## config.mk

```make
export PLATFORM = sky130hd
export DESIGN_NAME = shape_rom_sched
export DESIGN_NICKNAME = d
export VERILOG_FILES = /design/src/rtl/shape_rom_sched.sv
export SDC_FILE = /design/constraint.sdc
export NUM_CORES = 1
export LEC_CHECK = 0
export ABC_CLOCK_PERIOD_IN_PS = 2300
export CELL_PAD_IN_SITES_DETAIL_PLACEMENT = 0
export CELL_PAD_IN_SITES_GLOBAL_PLACEMENT = 1
export CORE_ASPECT_RATIO = 1.5
export CORE_MARGIN = 3
export CORE_UTILIZATION = 33
export CTS_BUF_LIST = sky130_fd_sc_hd__clkbuf_16
export DETAILED_ROUTE_END_ITERATION = 8
export GPL_ROUTABILITY_DRIVEN = 0
export PLACE_DENSITY = 0.84
export SLEW_MARGIN = 20
export SYNTH_ARGS = -nofsm -noshare
export SYNTH_HDL_FRONTEND = slang
export SYNTH_SLANG_ARGS = --single-unit
```

## constraint.sdc

```tcl
create_clock -name clk -period 2.3 [get_ports clk]
set_clock_uncertainty 0.15 [all_clocks]
set_input_delay 0.46 -clock clk [delete_from_list [all_inputs] [get_ports clk]]
set_output_delay 0.46 -clock clk [all_outputs]
set_load 0.05 [all_outputs]
```

## src/rtl/shape_rom_sched.sv

```systemverilog
// Burst scheduler sharing the single-port shape ROM between render (port 0) and collision (port 1).
// Build option: define SHAPE_SCHED_FIXED_PRIO_EN to give port 0 fixed priority instead of round-robin.
module shape_rom_sched (
    input  logic        clk,
    input  logic        rst_n,
    input  logic        req0,
    input  logic        req1,
    input  logic [3:0]  shape0,
    input  logic [3:0]  shape1,
    input  logic [5:0]  start0,
    input  logic [5:0]  start1,
    input  logic [5:0]  len0,
    input  logic [5:0]  len1,
    output logic        gnt0,
    output logic        gnt1,
    output logic        done0,
    output logic        done1,
    output logic [3:0]  rom_dataret,
    output logic [5:0]  rom_address,
    input  logic [50:0] rom_outdata,
    output logic        row_valid,
    output logic [50:0] row_data,
    output logic        row_owner,
    output logic [5:0]  row_index,
    output logic        busy
);

    typedef enum logic [1:0] {IDLE, SWEEP, DRAIN, DONE} state_t;

    state_t      state_q, state_d;
    logic [5:0]  len_q, len_d;
    logic [5:0]  cnt_q, cnt_d;
    logic [5:0]  addr_q, addr_d;
    logic [3:0]  shp_q, shp_d;
    logic        owner_q, owner_d;
    logic        gnt0_q, gnt0_d, gnt1_q, gnt1_d;
    logic        done0_q, done0_d, done1_q, done1_d;
    logic        busy_q;
    logic        p1_v_q, p1_own_q;
    logic [5:0]  p1_idx_q;
    logic        row_valid_q, row_owner_q;
    logic [5:0]  row_index_q;
    logic [50:0] row_data_q;
    logic        grant_s;
    logic        win_s;
    logic [5:0]  win_len_s;

    assign grant_s = (state_q == IDLE) && (req0 || req1);

`ifdef SHAPE_SCHED_FIXED_PRIO_EN
    // Port 0 always wins; port 1 is only served when port 0 is not requesting.
    always_comb begin
        win_s = ~req0;
    end
`else
    logic ptr_q;

    // Round-robin choice: on a tie the port not granted last wins.
    always_comb begin
        if (req0 && req1) begin
            win_s = ~ptr_q;
        end else begin
            win_s = req1;
        end
    end

    // Last-winner pointer, reset to port 1 so port 0 wins the first tie.
    always_ff @(posedge clk or negedge rst_n) begin
        if (!rst_n) begin
            ptr_q <= 1'b1;
        end else if (grant_s) begin
            ptr_q <= win_s;
        end
    end
`endif

    assign win_len_s = win_s ? len1 : len0;

    // Next-state logic: arbitration, address sweep and completion.
    always_comb begin
        state_d = state_q;
        len_d   = len_q;
        cnt_d   = cnt_q;
        addr_d  = addr_q;
        shp_d   = shp_q;
        owner_d = owner_q;
        gnt0_d  = 1'b0;
        gnt1_d  = 1'b0;
        done0_d = 1'b0;
        done1_d = 1'b0;
        case (state_q)
            IDLE: begin
                if (grant_s) begin
                    owner_d = win_s;
                    gnt0_d  = ~win_s;
                    gnt1_d  = win_s;
                    shp_d   = win_s ? shape1 : shape0;
                    addr_d  = win_s ? start1 : start0;
                    len_d   = win_len_s;
                    cnt_d   = 6'd0;
                    // An empty burst still spends one cycle in DRAIN so done keeps its usual slot.
                    state_d = (win_len_s == 6'd0) ? DRAIN : SWEEP;
                end else begin
                    state_d = IDLE;
                end
            end
            SWEEP: begin
                if (cnt_q == len_q - 6'd1) begin
                    state_d = DRAIN;
                end else begin
                    cnt_d  = cnt_q + 6'd1;
                    addr_d = addr_q + 6'd1;
                end
            end
            DRAIN: begin
                state_d = DONE;
                done0_d = ~owner_q;
                done1_d = owner_q;
            end
            DONE: begin
                state_d = IDLE;
            end
            default: begin
                state_d = IDLE;
            end
        endcase
    end

    // Control and ROM-address registers.
    always_ff @(posedge clk or negedge rst_n) begin
        if (!rst_n) begin
            state_q <= IDLE;
            len_q   <= 6'd0;
            cnt_q   <= 6'd0;
            addr_q  <= 6'd0;
            shp_q   <= 4'd0;
            owner_q <= 1'b0;
            gnt0_q  <= 1'b0;
            gnt1_q  <= 1'b0;
            done0_q <= 1'b0;
            done1_q <= 1'b0;
            busy_q  <= 1'b0;
        end else begin
            state_q <= state_d;
            len_q   <= len_d;
            cnt_q   <= cnt_d;
            addr_q  <= addr_d;
            shp_q   <= shp_d;
            owner_q <= owner_d;
            gnt0_q  <= gnt0_d;
            gnt1_q  <= gnt1_d;
            done0_q <= done0_d;
            done1_q <= done1_d;
            busy_q  <= (state_d != IDLE);
        end
    end

    // Tag pipe: stage 1 lines up with the ROM output, stage 2 with the captured row.
    always_ff @(posedge clk or negedge rst_n) begin
        if (!rst_n) begin
            p1_v_q      <= 1'b0;
            p1_own_q    <= 1'b0;
            p1_idx_q    <= 6'd0;
            row_valid_q <= 1'b0;
            row_owner_q <= 1'b0;
            row_index_q <= 6'd0;
            row_data_q  <= 51'd0;
        end else begin
            p1_v_q      <= (state_q == SWEEP);
            p1_own_q    <= owner_q;
            p1_idx_q    <= cnt_q;
            row_valid_q <= p1_v_q;
            row_owner_q <= p1_own_q;
            row_index_q <= p1_idx_q;
            if (p1_v_q) begin
                row_data_q <= rom_outdata;
            end
        end
    end

    assign gnt0        = gnt0_q;
    assign gnt1        = gnt1_q;
    assign done0       = done0_q;
    assign done1       = done1_q;
    assign rom_dataret = shp_q;
    assign rom_address = addr_q;
    assign row_valid   = row_valid_q;
    assign row_data    = row_data_q;
    assign row_owner   = row_owner_q;
    assign row_index   = row_index_q;
    assign busy        = busy_q;

endmodule
```

==> flow_summary.ini <==
[status]
status = completed

[finish]
fill_cells = 1021
area_delta_synth_final_pct = 54.8
fin_util_pct = 53.0
antenna_cells = 0
fin_nets = 563
layout-drive-gt1-share_pct = 19.5

[routing]
drc = 0
post_drt_wl_per_cell_um = 15.0
num_vias = 2962
vias_per_cell = 4.72
drtPass1Iterations = 4
drt-initial-drc-count = 36
antenna_left = 0
wl_um = 9400

[power_and_ir_drop]
p_total_w = 0.00838
power.share.clock_pct = 17.7
p_leak_nw = 2.60
p_int_w = 0.00482
p_switching_w = 0.00356
p_comb_share_pct = 49.0
power_frac_seq_pct = 33.3
swShare_pct = 42.5
ir_worst_vdd_uv = 536
power_density_nw_per_um2 = 1360

[synth]
yosys_warnings = 0
yosysTopAreaCell = dfrtp_1
syn_area_per_cell_um2 = 13.2
synthXorXnorAreaFrac_pct = 2.42
synthAdderAreaFrac_pct = 0.942
synthCells = 303
yosysTopAreaCellShare_pct = 60.9
synth_top_family_by_area = multiplexers
synth_edf_count = 0
synth.distinct_cells = 42
syn-num-nets = 393
ys_seq_area_share_pct = 61.6
yosys.area_share.simple_pct = 7.41
synthArstFlopShare_pct = 100
synth.area.mux_share_pct = 18.4
synth_area_um2 = 3990
ys.flop_type = dfrtp_1
synth-compound-area-share_pct = 7.09
ys_ff_latch = 98
yosys-top-cells-area = dfrtp_1 61%, mux2_2 14%, mux2i_1 4.0%

[clock_network]
path_clk_slew_ps = 70
cts.path.max_buffers = 2
cts_tree = done
cts.sinks = 98
root_buffer = clkbuf_16
htree_num_levels = 3
clock_latency_ps = 330
numCtsBuffers = 9

[global_routing]
grt_use_met1_pct = 15.5
grt-ovfl-total = 0
grt_pass1_wl_um = 15000
grt_max_degree = 41
grt_usage_pct = 14.2
met2_usage_pct = 25.8
use_met3_pct = 4.48
top_usage_layer = met2
first_global_vias = 3067
antenna_found_initial = 0

[setup_path]
cp_slowest_cell = clkdlybuf4s50_1
crit_cells = 1
rrSetupSlack_ps = 100
crit_path_end = rom_address[2]
r2r-start = len_q[0]
cp_cell_sequence = clkdlybuf4s50_1
worstPathArrival_ps = 1630
crit_path_start_kind = register
critPathLaunch = rom_address[2]
worst_r2r_path_depth = 8
cp_num_buf_inv = 1
slowest_delay_ps = 840
critPathTopFamily = buffers and inverters
timing.rr.end = cnt_q[5]
cp_max_fo = 7
worstPathRequired_ps = 1690
critPathKind = register to primary output
crit_path_end_kind = primary output

[sta]
post-route-period-util_pct = 97.3
clock.fmax_mhz = 447
setup_viol = 0
slew_violations = 0
rsz0062_at_grt = true
fin_hold_ws_ps = 199
min_period_ps = 2240
fin_ws_ps = 62.2
finalHoldViolCount = 0
worstMarginPinSlew_ps = 544
slew_headroom_pct = 63.6
fin_setup_tns_ps = 0

[flow_run]
cap_violations = 0

[die]
dieArea_um2 = 13500
rows = 48
die_h_um = 141
core_region_area_um2 = 11700
die_w_um = 95.7
design.portCount = 161
initial_core_util_pct = 34.2

[min_path]
hp-class = register to register

[placed_design]
dp_hpwl_um = 7150
pre_cts_slack_ps = 46.2
port_buffers = 160
[sequential cells by signal (all words and copies together), names as in the netlist]
| name | flops |
|---|---|
| busy | 1 |
| cnt_q | 6 |
| done0 | 1 |
| done1 | 1 |
| gnt0 | 1 |
| gnt1 | 1 |
| len_q | 6 |
| owner_q | 1 |
| p1_idx_q | 6 |
| p1_own_q | 1 |
| p1_v_q | 1 |
| ptr_q | 1 |
| rom_address | 6 |
| rom_dataret | 4 |
| row_data | 51 |
| row_index | 6 |
| row_owner | 1 |
| row_valid | 1 |
| state_q | 2 |
[cells in the mapped netlist (2+ instances only)]
master	instances
clkbuf_1	11
dfrtp_1	97
xnor2_1	9
nand2_1	17
o21ai_0	20
inv_1	4
o31ai_1	3
nand4_1	3
o211ai_1	6
nand3_1	6
a211oi_1	3
buf_2	3
mux2i_1	16
and3_1	2
a21boi_0	2
or4_1	2
a21o_1	2
xor2_1	2
nor2_1	10
nor3_1	6
ha_1	3
a21oi_1	5
nor4_1	2
mux2_2	51
[how the worst min path moves through the flow]
stage,from,to,depth (start not counted)
finish,p1_idx_q[2],row_index[2],0
global route,p1_idx_q[2],row_index[2],0
CTS,p1_idx_q[2],row_index[2],0
detailed placement,p1_idx_q[2],row_index[2],0
global placement,p1_idx_q[2],row_index[2],0
floorplan,rst_n,busy,0
[cell families after synthesis]
| kind of cell | count (synthesis) |
|---|---|
| flip-flops | 98 |
| multiplexers | 67 |
| AND/OR/NAND/NOR | 57 |
| AO/OA/AOI/OAI | 46 |
| buffers and inverters | 21 |
| XOR/XNOR | 11 |
| adder cells (fa/ha/maj) | 3 |
[per-stage QoR]
stage | area, µm² | instances
global placement | 5850 | 610
detailed placement | 5850 | 610
floorplan | 3990 | 303
finish | 6170 | 628
CTS | 6160 | 627
global route | 6170 | 628
[metal layers]
| layer | up-vias | part of all wire [%] |
|---|---|---|
| li1 | 1424 | - |
| met1 | 1417 | 39 |
| met2 | 112 | 52 |
| met3 | 9 | 7.1 |
| met4 | 0 | 1.3 |
| met5 | - | 0 |
[placed cells by master, fill, tap and decap left out, drive strengths merged, types with 3 or more instances in the layout]
master,n
clkdlybuf4s50,158
dfrtp,97
mux2,51
o21ai,20
nand2,17
mux2i,16
buf,15
nor2,10
xnor2,9
clkbuf,9
inv,8
nor3,6
o211ai,6
nand3,6
a21oi,5
nand4,3
o31ai,3
a211oi,3
ha,3
nor4,3
clkinv,3
[power groups by stage]
stage / Clock, W / Combinational [W] / Sequential (W)
2_1_floorplan: 0 / 0.00134 / 0.00413
3_3_place_gp: 0 / 0.00405 / 0.00280
3_5_place_dp: 0 / 0.00412 / 0.00283
4_1_cts: 0.00155 / 0.00413 / 0.00280
5_1_grt: 0.00163 / 0.00437 / 0.00288
6_report: 0.00149 / 0.00410 / 0.00279
[repair_timing]
action                                  in CTS  in global routing
resized for setup                            0                  3
setup buffers                                0                  1
hold buffers                                 1                  0
endpoints found under the setup margin       0                 11
hold endpoints to repair                    31                  0
[area by class of cell]
type	count	area, µm²	share of cell area, %
repair buffers	175	1750	28.4
multi-input cells	184	1460	23.6
well taps	150	188	3.04
flip-flops and latches	98	2450	39.8
clock buffers	9	225	3.65
clock inverters	7	75.1	1.22
inverters	5	18.8	0.304
Note: power is estimated with default switching activity, not from simulation.
